[src/rtl/splitter_seq_if.sv]
// ---------------------------------------------------------------------------
// splitter_seq_if
// Word-in / byte-out stream bundle for the word splitter sequencer.
//   in_valid  : producer has a word
//   in_ready  : sequencer can accept a word this cycle
//   in_word   : 32-bit word, lanes O1=[31:24] O2=[23:16] O3=[15:8] O4=[7:0]
//   in_mask   : lane enable, bit3=O1 .. bit0=O4
//   out_valid : out_data holds a byte
//   out_ready : consumer takes the byte this cycle
//   out_data  : current byte
//   out_idx   : lane of the current byte (0=O1 .. 3=O4)
//   out_last  : current byte is the last enabled byte of its word
// master = word producer / byte consumer side, slave = sequencer side.
// ---------------------------------------------------------------------------
interface splitter_seq_if;
    logic        in_valid;
    logic        in_ready;
    logic [31:0] in_word;
    logic [3:0]  in_mask;
    logic        out_valid;
    logic        out_ready;
    logic [7:0]  out_data;
    logic [1:0]  out_idx;
    logic        out_last;

    modport master (
        output in_valid, in_word, in_mask, out_ready,
        input  in_ready, out_valid, out_data, out_idx, out_last
    );

    modport slave (
        input  in_valid, in_word, in_mask, out_ready,
        output in_ready, out_valid, out_data, out_idx, out_last
    );
endinterface

[src/rtl/splitter_seq.sv]
// ---------------------------------------------------------------------------
// splitter_seq
// Sequencer for the 32-bit word splitter. Accepts one word per handshake and
// emits its enabled byte lanes one per cycle on a byte stream, in O1..O4 order
// (MSB_FIRST=1) or O4..O1 order (MSB_FIRST=0). Disabled lanes cost no cycles.
// A new word may be accepted in the same cycle as the last byte handshake so
// consecutive words stream without a bubble.
// Ports:
//   clk       : clock, rising edge
//   rst_n     : asynchronous reset, active low
//   bus       : word-in / byte-out stream bundle (slave side)
//   err_empty : 1-cycle pulse after a word is accepted with an all-zero mask
//   word_cnt  : count of words fully emitted, wraps at 2^CNT_W
// ---------------------------------------------------------------------------
module splitter_seq #(
    parameter bit          MSB_FIRST = 1'b1,
    parameter int unsigned CNT_W     = 16
) (
    input  logic              clk,
    input  logic              rst_n,
    splitter_seq_if.slave     bus,
    output logic              err_empty,
    output logic [CNT_W-1:0]  word_cnt
);

    typedef enum logic [0:0] {
        ST_IDLE = 1'b0,
        ST_SEND = 1'b1
    } state_t;

    // Lane number occupying a given position of the emission order.
    function automatic logic [1:0] lane_at(input logic [1:0] pos);
        return MSB_FIRST ? pos : (2'd3 - pos);
    endfunction

    // First enabled lane in emission order; en is indexed by lane (bit0 = O1).
    function automatic logic [1:0] first_lane(input logic [3:0] en);
        logic [1:0] lane;
        lane = 2'd0;
        // Walk positions from last to first so the earliest enabled one wins.
        for (int p = 3; p >= 0; p--) begin
            if (en[lane_at(2'(p))]) begin
                lane = lane_at(2'(p));
            end else begin
                lane = lane;
            end
        end
        return lane;
    endfunction

    // Byte held in a lane of a word.
    function automatic logic [7:0] lane_byte(input logic [31:0] word, input logic [1:0] lane);
        logic [7:0] b;
        case (lane)
            2'd0:    b = word[31:24];
            2'd1:    b = word[23:16];
            2'd2:    b = word[15:8];
            2'd3:    b = word[7:0];
            default: b = 8'd0;
        endcase
        return b;
    endfunction

    // One-hot lane selector.
    function automatic logic [3:0] lane_bit(input logic [1:0] lane);
        return 4'b0001 << lane;
    endfunction

    state_t           state_r,     state_nxt_s;
    logic [31:0]      word_r,      word_nxt_s;
    logic [3:0]       pend_r,      pend_nxt_s;     // lanes still to emit after the current one
    logic             out_valid_r, out_valid_nxt_s;
    logic [7:0]       out_data_r,  out_data_nxt_s;
    logic [1:0]       out_idx_r,   out_idx_nxt_s;
    logic             out_last_r,  out_last_nxt_s;
    logic             err_r,       err_nxt_s;
    logic [CNT_W-1:0] cnt_r,       cnt_nxt_s;

    logic             hs_adv_s;
    logic             hs_last_s;
    logic             in_ready_s;
    logic             accept_s;
    logic [3:0]       lane_en_s;
    logic [1:0]       in_first_s;
    logic [3:0]       in_rem_s;
    logic [1:0]       pend_first_s;
    logic [3:0]       pend_rem_s;

    assign hs_adv_s   = out_valid_r & bus.out_ready & ~out_last_r;
    assign hs_last_s  = out_valid_r & bus.out_ready & out_last_r;
    assign in_ready_s = (state_r == ST_IDLE) | hs_last_s;
    assign accept_s   = bus.in_valid & in_ready_s;

    // Re-index the mask by lane number: mask bit3 is lane O1 (lane 0).
    assign lane_en_s    = {bus.in_mask[0], bus.in_mask[1], bus.in_mask[2], bus.in_mask[3]};
    assign in_first_s   = first_lane(lane_en_s);
    assign in_rem_s     = lane_en_s & ~lane_bit(in_first_s);
    assign pend_first_s = first_lane(pend_r);
    assign pend_rem_s   = pend_r & ~lane_bit(pend_first_s);

    // Next-state and next-output decode.
    always_comb begin
        state_nxt_s     = state_r;
        word_nxt_s      = word_r;
        pend_nxt_s      = pend_r;
        out_valid_nxt_s = out_valid_r;
        out_data_nxt_s  = out_data_r;
        out_idx_nxt_s   = out_idx_r;
        out_last_nxt_s  = out_last_r;
        err_nxt_s       = 1'b0;
        cnt_nxt_s       = cnt_r;

        case (state_r)
            ST_IDLE: begin
                if (accept_s) begin
                    word_nxt_s = bus.in_word;
                    if (bus.in_mask != 4'd0) begin
                        state_nxt_s     = ST_SEND;
                        out_valid_nxt_s = 1'b1;
                        out_data_nxt_s  = lane_byte(bus.in_word, in_first_s);
                        out_idx_nxt_s   = in_first_s;
                        pend_nxt_s      = in_rem_s;
                        out_last_nxt_s  = (in_rem_s == 4'd0);
                    end else begin
                        err_nxt_s = 1'b1;
                    end
                end else begin
                    state_nxt_s = ST_IDLE;
                end
            end

            ST_SEND: begin
                if (hs_adv_s) begin
                    out_data_nxt_s = lane_byte(word_r, pend_first_s);
                    out_idx_nxt_s  = pend_first_s;
                    pend_nxt_s     = pend_rem_s;
                    out_last_nxt_s = (pend_rem_s == 4'd0);
                end else if (hs_last_s) begin
                    cnt_nxt_s = cnt_r + CNT_W'(1);
                    if (accept_s && (bus.in_mask != 4'd0)) begin
                        // Chain straight into the next word: no idle cycle.
                        word_nxt_s      = bus.in_word;
                        out_data_nxt_s  = lane_byte(bus.in_word, in_first_s);
                        out_idx_nxt_s   = in_first_s;
                        pend_nxt_s      = in_rem_s;
                        out_last_nxt_s  = (in_rem_s == 4'd0);
                    end else begin
                        if (accept_s) begin
                            word_nxt_s = bus.in_word;
                            err_nxt_s  = 1'b1;
                        end else begin
                            err_nxt_s  = 1'b0;
                        end
                        state_nxt_s     = ST_IDLE;
                        out_valid_nxt_s = 1'b0;
                        out_last_nxt_s  = 1'b0;
                        pend_nxt_s      = 4'd0;
                    end
                end else begin
                    // Stalled by the consumer: hold the presented byte.
                    state_nxt_s = ST_SEND;
                end
            end

            default: begin
                state_nxt_s     = ST_IDLE;
                out_valid_nxt_s = 1'b0;
                out_last_nxt_s  = 1'b0;
                pend_nxt_s      = 4'd0;
            end
        endcase
    end

    // State and output registers.
    always_ff @(posedge clk or negedge rst_n) begin
        if (!rst_n) begin
            state_r     <= ST_IDLE;
            word_r      <= 32'd0;
            pend_r      <= 4'd0;
            out_valid_r <= 1'b0;
            out_data_r  <= 8'd0;
            out_idx_r   <= 2'd0;
            out_last_r  <= 1'b0;
            err_r       <= 1'b0;
            cnt_r       <= '0;
        end else begin
            state_r     <= state_nxt_s;
            word_r      <= word_nxt_s;
            pend_r      <= pend_nxt_s;
            out_valid_r <= out_valid_nxt_s;
            out_data_r  <= out_data_nxt_s;
            out_idx_r   <= out_idx_nxt_s;
            out_last_r  <= out_last_nxt_s;
            err_r       <= err_nxt_s;
            cnt_r       <= cnt_nxt_s;
        end
    end

    assign bus.in_ready  = in_ready_s;
    assign bus.out_valid = out_valid_r;
    assign bus.out_data  = out_data_r;
    assign bus.out_idx   = out_idx_r;
    assign bus.out_last  = out_last_r;
    assign err_empty     = err_r;
    assign word_cnt      = cnt_r;

endmodule

[src/flat_wrapper.sv]
// flat-port wrapper written by rule: the top's interface ports become plain ports
module splitter_seq_flat 
#(
    parameter bit          MSB_FIRST = 1'b1,
    parameter int unsigned CNT_W     = 16
)
  (clk, rst_n, err_empty, word_cnt, bus_in_valid, bus_in_word, bus_in_mask, bus_out_ready, bus_in_ready, bus_out_valid, bus_out_data, bus_out_idx, bus_out_last);
  splitter_seq_if bus_i ();
  input  logic clk;
  input  logic rst_n;
  output logic err_empty;
  output logic [CNT_W-1:0] word_cnt;
  input wire logic [$bits(bus_i.in_valid)-1:0] bus_in_valid;
  input wire logic [$bits(bus_i.in_word)-1:0] bus_in_word;
  input wire logic [$bits(bus_i.in_mask)-1:0] bus_in_mask;
  input wire logic [$bits(bus_i.out_ready)-1:0] bus_out_ready;
  output wire logic [$bits(bus_i.in_ready)-1:0] bus_in_ready;
  output wire logic [$bits(bus_i.out_valid)-1:0] bus_out_valid;
  output wire logic [$bits(bus_i.out_data)-1:0] bus_out_data;
  output wire logic [$bits(bus_i.out_idx)-1:0] bus_out_idx;
  output wire logic [$bits(bus_i.out_last)-1:0] bus_out_last;
  assign bus_i.in_valid = bus_in_valid;
  assign bus_i.in_word = bus_in_word;
  assign bus_i.in_mask = bus_in_mask;
  assign bus_i.out_ready = bus_out_ready;
  assign bus_in_ready = bus_i.in_ready;
  assign bus_out_valid = bus_i.out_valid;
  assign bus_out_data = bus_i.out_data;
  assign bus_out_idx = bus_i.out_idx;
  assign bus_out_last = bus_i.out_last;
  splitter_seq #(.MSB_FIRST(MSB_FIRST), .CNT_W(CNT_W)) u_core (.clk(clk), .rst_n(rst_n), .bus(bus_i), .err_empty(err_empty), .word_cnt(word_cnt));
endmodule
[config.mk]
export PLATFORM = sky130hd
export DESIGN_NAME = splitter_seq_flat
export DESIGN_NICKNAME = d
export VERILOG_FILES = /design/src/rtl/splitter_seq_if.sv /design/src/rtl/splitter_seq.sv /design/src/flat_wrapper.sv
export SDC_FILE = /design/constraint.sdc
export NUM_CORES = 1
export LEC_CHECK = 0
export CAP_MARGIN = 40
export CORE_ASPECT_RATIO = 1.2
export CORE_UTILIZATION = 56
export CTS_CLUSTER_SIZE = 12
export DETAILED_ROUTE_END_ITERATION = 6
export MAX_ROUTING_LAYER = met4
export PLACE_DENSITY = 0.93
export SLEW_MARGIN = 20
export SYNTH_ARGS = -nofsm -noshare
export SYNTH_HDL_FRONTEND = slang
export SYNTH_SLANG_ARGS = --single-unit
[constraint.sdc]
create_clock -name clk -period 2.4 [get_ports clk]
set_input_delay 0.48 -clock clk [delete_from_list [all_inputs] [get_ports clk]]
set_output_delay 0.48 -clock clk [all_outputs]
set_load 0.005 [all_outputs]
==> impl_metrics.toml, run 1 <==
[clock_network]
clkTransAtPathRegs_ns = 0.07
worstSkewPairLatency_ns = 0.34
cts_tree = "yes"
cts_resized = 0
clock_path_buffers = 2
cts_buffers = 9
holdBufCountCts = 0
h-tree-depth = 3
numClockSinks = 66
cts_setup_buffers = 0
cts_root_buf = "clkbuf_8"

[timing]
fin_crit_ns = 2.23
tns_ns = 0
drv_slew = 0
hold_slack_ns = 0.121
finalClockSkew_ns = 0.00587
fmax_mhz = 449
worst_slew_pin_slew_ns = 0.766
finalHoldViolCount = 0
rsz0062_at_grt = "no"
fin_crit_sh = 0.928
setup_violations = 0
relSlewSlack = 0.490

[setup_path]
worst_ep_arrival_time_ns = 1.75
max_stage_delay_ns = 0.53
start_kind = "primary input"
worstPathCellList = "clkdlybuf4s50_1, nand3_1, nand2_1, clkdlybuf4s50_1"
crit_path_max_fanout = 3
path_buf_inv = 2
cp.required_ns = 1.92
slowest_stage = "clkdlybuf4s50_1"
crit_family = "buffers and inverters"
end_kind = "output pin"
path_common_cell = "clkdlybuf4s50_1"
critPathKind = "primary input to output pin"

[synthesis]
syn-num-nets = 369
synth_fa_ha_area_frac = 0.00641
syn-cell-area_sq_um = 3510
ys_types = 58
synth_compound_area_frac = 0.158
synth_edf_count = 0
synth_flop_cell = "dfrtp_1"
synth_area_leaders = "dfrtp_1 47%, mux2_2 11%, xnor2_1 3.5%"
syn_inst = 328
post_synth_mux_area_share = 0.106
yosysTopAreaCellShare = 0.470
yosysTopAreaCell = "dfrtp_1"
yosys_warnings = 0
synth_seq_area_share = 0.470
avgSynthCellArea_sq_um = 10.7
synthArstFlopShare = 1.00
synth_seq_cells = 66
synth_xor_xnor_area_share = 0.0399
synth_top_family_by_area = "simple AND/OR/NAND/NOR gates"
synthSimpleGateAreaFrac = 0.173

[final_layout]
area_growth_pct = 29.2
antenna_cells = 0
drive_above_1_share = 0.179
nets = 444
multi_input_area_sq_um = 1700
mostFrequentLayoutCell = "clkdlybuf4s50_1"
layout_common_cells = "68 x clkdlybuf4s50_1, 66 x dfrtp_1, 33 x mux2_2, 24 x nand2_1, 18 x a21oi_1"
regArea_sq_um = 1650
fillers = 420

[route]
drt-met1-wl_um = 3410
drt_first_pass_iters = 6
drt-total-wl_um = 8990
post-route-drc-count = 0
postRouteAntennaNets = 0
vias = 3012
dr_wl_met3_um = 704
dr.max_layer_used = "met4"
dr_wl_met2_um = 4650
post_drt_via_cell_ratio = 6.16
avgRoutedWirePerCell_um = 18.4
drt-initial-drc-count = 185

[pwr]
peakVddDrop_mv = 0.521
power_leakage_nw = 1.90
p_per_area_nw_per_um2 = 850

[global_routing]
antenna_found_initial = 0
grt_overflow = 0
grt_pass1_vias = 2955
grt_pass1_wl_um = 14200
grt_max_degree = 25
grtUsageTotal = 0.304

[floorplan]
fp.dieH_um = 88.8
dieWidth_um = 74.3
core_area_sq_um = 6050
die_area_sq_um = 6600
fp-row-count = 31
pin_count = 70
floorplan.initialDensity = 0.581

[placed_design]
io_buffer_count = 69
place_hpwl_um = 6400
gp_congestion = 0.916

[flow_run]
max-cap-violations = 0

[status]
run_status = "completed"

[worst_hold_path]
min_path_type = "primary input to asynchronous set/reset pin"
## layer usage
layer / track usage / vias up
li1: - / 1359
met1: 0.344 / 1452
met2: 0.506 / 172
met3: 0.0752 / 29
met4: 0.137 / 0
met5: - / -
## worst register-to-register path, cell delays in order, from the launching register on
cell and delay (ns):
dfrtp_1 0.66, nor4bb_1 0.42, a21oi_1 0.09, o2111a_1 0.25, o41ai_1 0.33
## final timing paths
kind | startpoint | to | slack (ns) | cells past startpoint
setup / recovery | bus_out_ready | bus_in_ready | 0.17 | 4
hold / removal | rst_n | u_core.word_cnt[7]$_DFFE_PN0P_ | 0.12 | 1
setup reg to reg | u_core.pend_r[2]$_DFFE_PN0P_ | u_core.bus.out_data[4]$_DFFE_PN0P_ | 0.53 | 4
hold reg to reg | u_core.word_cnt[14]$_DFFE_PN0P_ | u_core.word_cnt[14]$_DFFE_PN0P_ | 0.50 | 1
max in group asynchronous | rst_n | asynchronous set/reset pin | 1.54 | 2
min in group clk | u_core.word_cnt[14]$_DFFE_PN0P_ | u_core.word_cnt[14]$_DFFE_PN0P_ | 0.50 | 1
## stage by stage
step | utilization | instances | setup WS (ns) | cell area [sq um] | power, mW
after detailed placement | 0.717 | 474 | 0.0530 | 4340 | 2.89
final | 0.751 | 489 | 0.173 | 4540 | 3.86
after global placement | 0.717 | 474 | 0.151 | 4340 | 2.82
after global routing | 0.751 | 489 | 0.135 | 4540 | 4.06
after CTS | 0.751 | 489 | 0.181 | 4540 | 3.86
after floorplan | - | 328 | 0.786 | 3510 | 2.36
## Yosys cell counts (all sizes together) (6+ instances only)
library cell and n:
nand3 16, and2 6, mux2 33, nand4 7
a21oi 18, clkbuf 9, nor3 6, xnor2 14
o211ai 6, o21ai 12, nand2 25, nor2b 7
dfrtp 66, inv 9, buf 15, o311ai 6
nor2 8
## cell families (layout without fill, tap and decap cells)
group           Yosys count  count (layout)
buf+inv                  33             112
fa+ha+maj                 2               2
compound gates           76              76
mux                      33              33
flops                    66              66
simple gates            102             102
xor+xnor                 16              16
## report_power, final
part | internal [mW] | leakage (nW) | switching, mW | total (mW)
clock network | 0.558 | 0.106 | 0.403 | 0.961
logic | 0.641 | 0.960 | 0.475 | 1.12
registers | 1.48 | 0.830 | 0.302 | 1.78
total | 2.68 | 1.90 | 1.18 | 3.86
## layout make-up
type	count	area share
clock inverters	2	0.00771
well taps	82	0.0226
repair buffers	88	0.188
inverters	9	0.00744
multi-input cells	229	0.374
clock buffers	13	0.0372
flip-flops and latches	66	0.364
(Power assumes the default switching activity.)
==> inputs of run 2 (changes only) <==
- CORE_ASPECT_RATIO: 1.2 -> 0.6
==> impl_metrics.toml, run 2 (synthesized netlist as in run 1, its figures left out) <==
[status]
run_status = "completed"

[route]
dr_wl_met2_um = 4280
avgRoutedWirePerCell_um = 19.1
post-route-drc-count = 0
drt_first_pass_iters = 4
drt-total-wl_um = 9220
postRouteAntennaNets = 0
drt-initial-drc-count = 195
drt-met1-wl_um = 4230
vias = 2971
post_drt_via_cell_ratio = 6.15
dr.max_layer_used = "met4"
dr_wl_met3_um = 496

[timing]
fin_crit_sh = 0.936
finalHoldViolCount = 0
setup_violations = 0
tns_ns = 0
relSlewSlack = 0.442
worst_slew_pin_slew_ns = 0.836
finalClockSkew_ns = 0.0139
drv_slew = 0
fin_crit_ns = 2.25
hold_slack_ns = 0.138
fmax_mhz = 445
rsz0062_at_grt = "no"

[pwr]
power_leakage_nw = 1.89
peakVddDrop_mv = 0.545
p_per_area_nw_per_um2 = 884

[global_routing]
grt_max_degree = 41
grt_pass1_vias = 3020
grtUsageTotal = 0.317
grt_pass1_wl_um = 15500
antenna_found_initial = 0
grt_overflow = 0

[setup_path]
cp.required_ns = 1.92
end_kind = "output pin"
timing.rr.end = "u_core.bus.out_data[4]$_DFFE_PN0P_"
max_stage_delay_ns = 0.53
rr_worst_depth = 4
crit_path_max_fanout = 4
worstPathCellList = "clkdlybuf4s50_1, nand3_1, nand2_1, clkdlybuf4s50_1"
path_common_cell = "clkdlybuf4s50_1"
path_buf_inv = 2
start_kind = "primary input"
crit_family = "buffers and inverters"
r2r_slack_ns = 0.44
critPathKind = "primary input to output pin"
worstReg2RegStart = "u_core.pend_r[1]$_DFFE_PN0P_"
slowest_stage = "clkdlybuf4s50_1"
worst_ep_arrival_time_ns = 1.77

[placed_design]
gp_congestion = 0.858
io_buffer_count = 69
place_hpwl_um = 6580

[clock_network]
cts_root_buf = "clkbuf_8"
cts_setup_buffers = 0
cts_tree = "yes"
cts_buffers = 9
h-tree-depth = 3
numClockSinks = 66
clock_path_buffers = 2
holdBufCountCts = 0
cts_resized = 0
clkTransAtPathRegs_ns = 0.07
worstSkewPairLatency_ns = 0.35

[final_layout]
area_growth_pct = 29.2
regArea_sq_um = 1650
fillers = 373
mostFrequentLayoutCell = "clkdlybuf4s50_1"
nets = 439
multi_input_area_sq_um = 1700
antenna_cells = 0
layout_common_cells = "68 x clkdlybuf4s50_1, 66 x dfrtp_1, 33 x mux2_2, 24 x nand2_1, 18 x a21oi_1"
drive_above_1_share = 0.174
fin_util = 0.782

[floorplan]
pin_count = 70
die_area_sq_um = 6610
dieWidth_um = 104
fp-row-count = 21
core_area_sq_um = 5810
fp.dieH_um = 63.4
floorplan.initialDensity = 0.605

[worst_hold_path]
min_path_type = "primary input to asynchronous set/reset pin"

[flow_run]
max-cap-violations = 0
## run 2: power breakdown
group / switching [mW] / leakage [nW] / total, mW / internal (mW)
clock: 0.437 / 0.123 / 1.13 / 0.689
combinational: 0.418 / 0.937 / 1.04 / 0.623
sequential: 0.366 / 0.830 / 1.85 / 1.48
## run 2: worst reg2reg max path: cells and delay by family, from the launching register on
family,cells,cell delay [ns]
compound gates,2,0.54
flops,1,0.69
simple gates,2,0.64
## run 2: per-layer routing
layer,GRT usage,up-vias
li1,-,1358
met1,0.411,1465
met2,0.485,126
met3,0.0787,22
met4,0.114,0
met5,-,-
## run 2: final cells by class
cell class	count	share of cell area
timing repair buffer	83	0.180
clock buffer	9	0.0273
sequential	66	0.364
multi-input combinational	229	0.374
inverter	9	0.00744
clock inverter	7	0.0259
tap	80	0.0221
## run 2: per-stage QoR
step,power [mW],setup slack [ns],std cells,cell area [sq um]
2_1_floorplan,2.36,0.786,328,3510
3_3_place_gp,2.80,0.142,467,4300
3_5_place_dp,2.88,0.0716,467,4300
4_1_cts,4.02,0.158,483,4540
5_1_grt,4.23,0.0785,483,4540
6_report,4.01,0.153,483,4540
## run 2: worst max-delay path by stage
stage	from	end	slack, ns	cells after the start
2_1_floorplan	bus_in_mask[3]	u_core.bus.out_data[7]$_DFFE_PN0P_	0.79	6
3_3_place_gp	bus_in_mask[1]	u_core.bus.out_data[4]$_DFFE_PN0P_	0.14	6
3_5_place_dp	bus_in_mask[1]	u_core.bus.out_data[4]$_DFFE_PN0P_	0.07	6
4_1_cts	bus_out_ready	bus_in_ready	0.16	4
5_1_grt	bus_out_ready	bus_in_ready	0.08	4
6_report	bus_out_ready	bus_in_ready	0.15	4
==> inputs of run 3 (changes only) <==
- CORE_MARGIN: default -> 4
- SLEW_MARGIN: 20 -> 40
==> impl_metrics.toml, run 3 (synthesized netlist as in run 1, its figures left out) <==
[status]
run_status = "completed"

[floorplan]
pin_count = 70
dieWidth_um = 110
floorplan.initialDensity = 0.575
fp.dieH_um = 69.4
die_area_sq_um = 7650
core_area_sq_um = 6110
fp-row-count = 22

[flow_run]
max-cap-violations = 0

[final_layout]
area_growth_pct = 27.4
drive_above_1_share = 0.171
nets = 443
regArea_sq_um = 1650
mostFrequentLayoutCell = "clkdlybuf4s50_1"
layout_common_cells = "68 x clkdlybuf4s50_1, 66 x dfrtp_1, 33 x mux2_2, 24 x nand2_1, 18 x a21oi_1"
fillers = 412
multi_input_area_sq_um = 1700
fin_area_sq_um = 4480
antenna_cells = 0

[global_routing]
grt_pass1_vias = 3012
antenna_found_initial = 0
grt_pass1_wl_um = 15300
grt_max_degree = 36
grt_overflow = 0
grtUsageTotal = 0.269

[route]
drt-initial-drc-count = 396
drt-total-wl_um = 9510
avgRoutedWirePerCell_um = 19.5
drt-met1-wl_um = 4080
post_drt_via_cell_ratio = 6.15
post-route-drc-count = 0
dr.max_layer_used = "met4"
vias = 3003
drt_first_pass_iters = 6
dr_wl_met2_um = 4280
dr_wl_met3_um = 984
postRouteAntennaNets = 0

[timing]
fmax_mhz = 458
fin_crit_ns = 2.18
finalClockSkew_ns = 0.00753
tns_ns = 0
setup_violations = 0
relSlewSlack = 0.463
rsz0062_at_grt = "no"
fin_crit_sh = 0.910
drv_slew = 0
worst_slew_pin_slew_ns = 0.806
finalHoldViolCount = 0

[setup_path]
worstReg2RegStart = "u_core.pend_r[1]$_DFFE_PN0P_"
critPathKind = "primary input to output pin"
timing.rr.end = "u_core.bus.out_data[0]$_DFFE_PN0P_"
r2r_slack_ns = 0.47
worst_ep_arrival_time_ns = 1.70
crit_path_max_fanout = 3
end_kind = "output pin"
cp.required_ns = 1.92
start_kind = "primary input"
rr_worst_depth = 4

[pwr]
pwr-share-comb = 0.292
swShare = 0.313
power.switching_mw = 1.15
internal_power_mw = 2.53
p_per_area_nw_per_um2 = 821
p_seq_frac = 0.490
peakVddDrop_mv = 0.455
power_leakage_nw = 1.86
clkPwrFrac = 0.218

[worst_hold_path]
min_path_type = "primary input to asynchronous set/reset pin"

[clock_network]
cts_buffers = 9
clkTransAtPathRegs_ns = 0.06
worstSkewPairLatency_ns = 0.35
h-tree-depth = 3
cts_root_buf = "clkbuf_8"
cts_tree = "yes"
cts_resized = 0
cts_setup_buffers = 0
numClockSinks = 66
clock_path_buffers = 2
holdBufCountCts = 0

[placed_design]
place_hpwl_um = 6650
place_area_sq_um = 4320
gp_congestion = 0.902
io_buffer_count = 69
-- run 3: cell types whose count changed in the layout (fill, tap and decap cells not counted), sizes merged --
| cell | before | now |
|---|---|---|
| clkinv | 4 | 0 |
| clkbuf | 9 | 13 |
| buf | 15 | 19 |
| bufinv | 3 | 0 |
-- run 3: stage by stage --
stage	instances	power [mW]	util	hold slack, ns	setup slack (ns)
2_1_floorplan	328	2.36	-	0.184	0.786
3_3_place_gp	475	2.80	0.707	0.461	0.152
3_5_place_dp	475	2.88	0.707	0.483	0.0516
4_1_cts	488	3.68	0.733	0.108	0.205
5_1_grt	488	3.89	0.733	0.132	0.147
6_report	488	3.68	0.733	0.0951	0.216
-- run 3: cell type report --
| cell class | count | share of cell area |
|---|---|---|
| Inverter | 9 | 0.00754 |
| Multi-Input combinational cell | 229 | 0.379 |
| Sequential cell | 66 | 0.369 |
| Clock buffer | 13 | 0.0355 |
| Timing Repair Buffer | 87 | 0.186 |
| Tap cell | 84 | 0.0235 |
-- run 3: metal layers --
layer,GRT usage,vias up
li1,-,1360
met1,0.369,1456
met2,0.375,167
met3,0.0977,20
met4,0.0765,0
met5,-,-
-- run 3: worst max-delay path: stages --
cell	delay [ns]
clkdlybuf4s50_1	0.48
nand3_1	0.08
nand2_1	0.14
clkdlybuf4s50_1	0.53
-- run 3: worst max-delay path by stage --
stage	end	startpoint	slack, ns	depth (start not counted)
finish	bus_in_ready	bus_out_ready	0.22	4
global route	bus_in_ready	bus_out_ready	0.15	4
CTS	bus_in_ready	bus_out_ready	0.20	4
detailed placement	u_core.bus.out_data[5]$_DFFE_PN0P_	bus_in_mask[1]	0.05	5
global placement	u_core.bus.out_data[7]$_DFFE_PN0P_	bus_in_mask[1]	0.15	4
floorplan	u_core.bus.out_data[7]$_DFFE_PN0P_	bus_in_mask[3]	0.79	6
-- run 3: power by group through the flow --
| stage | registers (mW) | logic [mW] | clock network [mW] |
|---|---|---|---|
| detailed placement | 1.81 | 1.07 | 0 |
| CTS | 1.79 | 1.08 | 0.811 |
| global route | 1.84 | 1.18 | 0.862 |
| finish | 1.80 | 1.07 | 0.801 |
| global placement | 1.79 | 1.02 | 0 |
| floorplan | 1.66 | 0.695 | 0 |
